<file path="config.mk">
export PLATFORM = sky130hd
export DESIGN_NAME = stream_sync_sink
export DESIGN_NICKNAME = d
export VERILOG_FILES = /design/src/rtl/stream_sink_pkg.sv /design/src/rtl/stream_sync_sink_fifo.sv /design/src/rtl/stream_sync_sink.sv
export SDC_FILE = /design/constraint.sdc
export NUM_CORES = 1
export LEC_CHECK = 0
export BUFFER_PORTS_ARGS = -buffer_cell sky130_fd_sc_hd__buf_2
export CORE_MARGIN = 2
export CORE_UTILIZATION = 52
export CTS_CLUSTER_DIAMETER = 120
export DETAILED_ROUTE_END_ITERATION = 8
export PLACE_DENSITY = 0.76
export RECOVER_POWER = 50
export SLEW_MARGIN = 30
export SYNTH_ARGS = -nofsm -noshare
export SYNTH_HDL_FRONTEND = slang
export SYNTH_SLANG_ARGS = --single-unit
</file>
<file path="constraint.sdc">
create_clock -name clk -period 4.6 [get_ports clk]
set_input_delay 0.46 -clock clk [delete_from_list [all_inputs] [get_ports clk]]
set_output_delay 0.46 -clock clk [all_outputs]
set_load 0.03 [all_outputs]
</file>
<file path="src/rtl/stream_sink_pkg.sv">
// stream_sink_pkg: shared FSM states and pointer-width helper for the stream sync sink.
package stream_sink_pkg;

    typedef enum logic [2:0] {IDLE, CAPTURE, WAIT_SPACE, FREE, WAIT_LOW} state_t;

    function automatic int ptr_w(input int depth);
        return $clog2(depth) + 1;
    endfunction

endpackage

</file>
<file path="src/rtl/stream_sync_sink_fifo.sv">
// sync_fifo: power-of-two FIFO with wrap-bit pointers and a registered head/valid output.
module sync_fifo
    import stream_sink_pkg::*;
#(
    parameter int DATA_WIDTH = 128,
    parameter int DEPTH      = 4
) (
    input  logic                  clk,
    input  logic                  rst,
    input  logic                  push,
    input  logic                  pop,
    input  logic [DATA_WIDTH-1:0] wdata,
    output logic [DATA_WIDTH-1:0] rdata,
    output logic                  valid,
    output logic                  full,
    output logic                  empty,
    output logic [$clog2(DEPTH):0] level
);
    localparam int PW = ptr_w(DEPTH);
    localparam int AW = PW - 1;

    logic [DATA_WIDTH-1:0] mem [DEPTH];
    logic [PW-1:0]         wr_ptr, rd_ptr, rd_nxt;

    assign level  = wr_ptr - rd_ptr;
    assign empty  = wr_ptr == rd_ptr;
    assign full   = (wr_ptr[AW] != rd_ptr[AW]) && (wr_ptr[AW-1:0] == rd_ptr[AW-1:0]);
    assign rd_nxt = rd_ptr + PW'(pop);

    always_ff @(posedge clk) begin
        if (push) mem[wr_ptr[AW-1:0]] <= wdata;
    end

    // Head/valid look only at entries stored before this edge, so a write shows up one cycle later.
    always_ff @(posedge clk) begin
        if (rst) begin
            wr_ptr <= '0;
            rd_ptr <= '0;
            valid  <= 1'b0;
            rdata  <= '0;
        end else begin
            if (push) wr_ptr <= wr_ptr + PW'(1);
            rd_ptr <= rd_nxt;
            valid  <= wr_ptr != rd_nxt;
            if (wr_ptr != rd_nxt) rdata <= mem[rd_nxt[AW-1:0]];
        end
    end

endmodule

</file>
<file path="src/rtl/stream_sync_sink.sv">
// stream_sync_sink: synchronises merge drive events, stores the word in a FIFO, then returns free.
// Define STREAM_SYNC_SINK_STATS_EN to add the o_tokens and o_stall_cycles counters.
module stream_sync_sink
    import stream_sink_pkg::*;
#(
    parameter int DATA_WIDTH  = 128,
    parameter int DEPTH       = 4,
    parameter int SYNC_STAGES = 2,
    parameter int FREE_CYCLES = 2
) (
    input  logic                   clk,
    input  logic                   rst,
    input  logic                   i_drive,
    output logic                   o_free,
    input  logic [DATA_WIDTH-1:0]  i_data,
    output logic                   o_valid,
    input  logic                   i_ready,
    output logic [DATA_WIDTH-1:0]  o_data,
    output logic [$clog2(DEPTH):0] o_level,
    output logic                   o_busy
`ifdef STREAM_SYNC_SINK_STATS_EN
    ,
    output logic [31:0]            o_tokens,
    output logic [31:0]            o_stall_cycles
`endif
);
    localparam int CW = FREE_CYCLES > 1 ? $clog2(FREE_CYCLES) : 1;

    state_t                 st, nxt;
    logic [SYNC_STAGES-1:0] sync;
    logic                   drv_s, drv_q, tok, push, pop, full, empty;
    logic [CW-1:0]          cnt;

    assign drv_s  = sync[SYNC_STAGES-1];
    assign tok    = drv_s && !drv_q;
    assign pop    = o_valid && i_ready && !empty;
    assign o_free = st == FREE;
    assign o_busy = st != IDLE;

    always_ff @(posedge clk) begin
        if (rst) begin
            st    <= IDLE;
            sync  <= '0;
            drv_q <= 1'b0;
            cnt   <= '0;
        end else begin
            st    <= nxt;
            sync  <= {sync[SYNC_STAGES-2:0], i_drive};
            drv_q <= drv_s;
            cnt   <= (st == FREE) ? cnt - CW'(1) : CW'(FREE_CYCLES - 1);
        end
    end

    // WAIT_LOW keeps a long drive pulse from being taken as a second token.
    always_comb begin
        nxt  = st;
        push = 1'b0;
        case (st)
            IDLE:       nxt = tok ? CAPTURE : IDLE;
            CAPTURE: begin
                push = !full;
                nxt  = full ? WAIT_SPACE : FREE;
            end
            WAIT_SPACE: begin
                push = !full || pop;
                nxt  = push ? FREE : WAIT_SPACE;
            end
            FREE:       nxt = (cnt == '0) ? WAIT_LOW : FREE;
            WAIT_LOW:   nxt = drv_s ? WAIT_LOW : IDLE;
            default:    nxt = IDLE;
        endcase
    end

    sync_fifo #(.DATA_WIDTH(DATA_WIDTH), .DEPTH(DEPTH)) u_fifo (
        .clk  (clk),
        .rst  (rst),
        .push (push),
        .pop  (pop),
        .wdata(i_data),
        .rdata(o_data),
        .valid(o_valid),
        .full (full),
        .empty(empty),
        .level(o_level)
    );

`ifdef STREAM_SYNC_SINK_STATS_EN
    always_ff @(posedge clk) begin
        if (rst) begin
            o_tokens       <= '0;
            o_stall_cycles <= '0;
        end else begin
            if (push && !(&o_tokens)) o_tokens <= o_tokens + 32'd1;
            if (st == WAIT_SPACE && !(&o_stall_cycles)) o_stall_cycles <= o_stall_cycles + 32'd1;
        end
    end
`endif

endmodule

</file>
==> flow_summary.json <==
{
  "status": "finished clean",
  "grt_pass1_vias": 11568,
  "ys_ff_latch": 654,
  "clk-insertion-delay-late_ps": 570,
  "r2r-start": "u_fifo.rd_ptr[1]$_SDFF_PP0_",
  "skew_ps": 22.2,
  "grt-ovfl-total": 0,
  "post-route-period-util_pct": 74.2,
  "h-tree-depth": 3,
  "cts_resized": 0,
  "area_growth_pct": 16.8,
  "vias_per_cell": 5.64,
  "grt_start_max_net_pins": 130,
  "multi_input_area_mm2": 0.00450,
  "ff2ff_setup_slack_ps": 1190,
  "reg2reg_to": "u_fifo.rdata[2]$_SDFFE_PP0P_",
  "antenna_found_initial": 8,
  "fp.dieH_um": 214,
  "max_clock_freq_mhz": 293,
  "power.density_mw_per_mm2": 575,
  "pre_cts_slack_ps": 1300,
  "timing.hold.ws_ps": 127,
  "ys.warnings.count": 0,
  "gp_congestion": 0.740,
  "totalWireLength_um": 45900,
  "drt_iter0_markers": 733,
  "worst_pin_slew_ps": 866,
  "synth-main-ff-cell": "edfxtp_1",
  "synth_fp_nets": 1169,
  "dieArea_mm2": 0.0459,
  "layout_min_cycle_time_ps": 3410,
  "nFillCells": 3210,
  "grt_usage_pct": 20.1,
  "placed_cells": 1847,
  "required_ps": 5110,
  "critPathArrivalTime_ps": 3920,
  "crit_end": "u_fifo.rdata[2]$_SDFFE_PP0P_",
  "io_pins": 266,
  "core-area_mm2": 0.0439,
  "seq_area_mm2": 0.0182,
  "hpwl_um": 26000,
  "num_rows": 77,
  "start_kind": "flop",
  "cts_tree": "yes",
  "fin_nets": 1463,
  "drc": 0,
  "post_cts_buffers": 0,
  "syn_inst": 1029,
  "setup_tns_ps": 0,
  "cts_buffer_depth": 3,
  "maxCapViolations": 0,
  "slew_headroom_pct": 42.3,
  "cts_made_buffers": 66,
  "die_x_um": 214,
  "io_buffers": 265,
  "cp_max_fo": 54,
  "setup-violations-final": 0,
  "hold_violations": 0,
  "initial_core_util_pct": 52.4,
  "fin_ws_ps": 1190,
  "clkSlewWorstSetupHoldPaths_ps": 60,
  "power.total_uw": 15400,
  "use_met3_pct": 6.30,
  "grt_pass1_wl_um": 69600,
  "antenna_left": 0,
  "endpoint_kind": "flop",
  "synth_edf_count": 512,
  "reg2reg_depth": 9,
  "first_pass_iters": 5,
  "rsz0062_at_grt": "no",
  "use_met1_pct": 26.3,
  "layout.cells.non_filler": 1966,
  "power_leakage_uw": 0.00876,
  "setup.worst_path.class": "reg2reg",
  "cts_sinks": 654,
  "gr-usage-met2_pct": 32.6,
  "drive_above_1_share_pct": 18.6,
  "routedWlPerCell_um": 23.3,
  "busiest_layer": "met2",
  "holdBufCountCts": 0,
  "synth_cell_types": 33,
  "avgSynthCellArea_um2": 22.4,
  "critPathLaunch": "u_fifo.rd_ptr[1]$_SDFF_PP0_",
  "syn_area_mm2": 0.0230,
  "yosysSeqAreaShare_pct": 79.2,
  "drv_slew": 0,
  "vdd_drop_max_v": 0.000372,
  "vias": 11085,
  "hold_path.class": "in2reg",
  "cts_root_buf": "clkbuf_16",
  "async_flop_share_pct": 0
}
[synthesized netlist by cell type, types with 2 or more instances]
master	instances	area share, %
edfxtp_1	512	67
dfxtp_1	142	12
a22o_1	128	4.9
mux4_2	128	13
clkbuf_1	34	0.55
buf_6	11	0.54
nor2_1	9	0.15
buf_1	7	0.11
ha_1	7	0.38
and2_1	6	0.16
inv_1	6	0.098
nor2b_1	6	0.16
xnor2_1	5	0.19
a31oi_1	3	0.082
buf_2	3	0.065
nand2_1	3	0.049
a21oi_1	2	0.044
buf_4	2	0.065
[how the worst min path moves through the flow]
stage	cells past startpoint	end	slack [ps]	startpoint
floorplan	1	sync[1]$_SDFF_PP0_	410	sync[0]$_SDFF_PP0_
global placement	1	sync[1]$_SDFF_PP0_	420	sync[0]$_SDFF_PP0_
detailed placement	1	sync[1]$_SDFF_PP0_	430	sync[0]$_SDFF_PP0_
CTS	1	u_fifo.mem[0][31]$_DFFE_PP_	60	i_data[31]
global route	1	u_fifo.mem[0][31]$_DFFE_PP_	110	i_data[31]
finish	2	sync[0]$_SDFF_PP0_	130	i_drive
[per-layer routing]
metal  wire, um  vias up
met3       3400       89
li1           -     4895
met4       1070       10
met2      22500      331
met1      18800     5760
met5         72        -
[through the flow]
stage	util, %	instance area [um^2]
floorplan	-	23000
global placement	57.2	25100
detailed placement	57.2	25100
CTS	61.9	27200
global route	61.1	26900
finish	61.1	26900
[area by class of cell]
cell class,count,area share (%)
clock buffers,91,6.88
well taps,592,2.76
repair buffers,283,4.93
multi-input cells,312,16.7
inverters,6,0.0839
diodes,2,0.0186
clock inverters,26,0.745
flip-flops and latches,654,67.8
[cell families after synthesis]
group	share of synthesized area, %
adder cells (fa/ha/maj)	0.468
flip-flops	79.2
XOR/XNOR	0.397
multiplexers	12.6
buffers and inverters	1.44
AO/OA/AOI/OAI	5.19
AND/OR/NAND/NOR	0.680
[where the power goes]
group / total, uW / switching, uW / internal (uW)
Combinational: 2810 / 1880 / 929
Clock: 5050 / 2120 / 2930
Sequential: 7570 / 329 / 7250
[worst max-delay path, stage by stage, from the launching register on]
cell	delay (ps)
dfxtp_1	440
inv_1	80
ha_1	330
a31oi_1	520
and2_1	260
ha_4	220
xnor2_1	300
and4b_4	310
buf_4	540
a22o_1	260
[state kept, by name (all words and copies together) (netlist names), 2 cells and up]
register and cells:
u_fifo.wr_ptr 3, u_fifo.rd_ptr 3, u_fifo.rdata 128, u_fifo.mem 512, sync 2, st 3
[layout by cell type (no fill, tap or decap), types with 7 or more instances in the layout]
| cell type | count |
|---|---|
| nor2_1 | 9 |
| a22o_1 | 128 |
| dfxtp_1 | 142 |
| clkbuf_1 | 276 |
| clkinv_1 | 7 |
| clkinv_2 | 8 |
| edfxtp_1 | 512 |
| clkbuf_16 | 68 |
| mux4_2 | 128 |
| buf_12 | 15 |
Note: power is estimated with default switching activity, not from simulation.
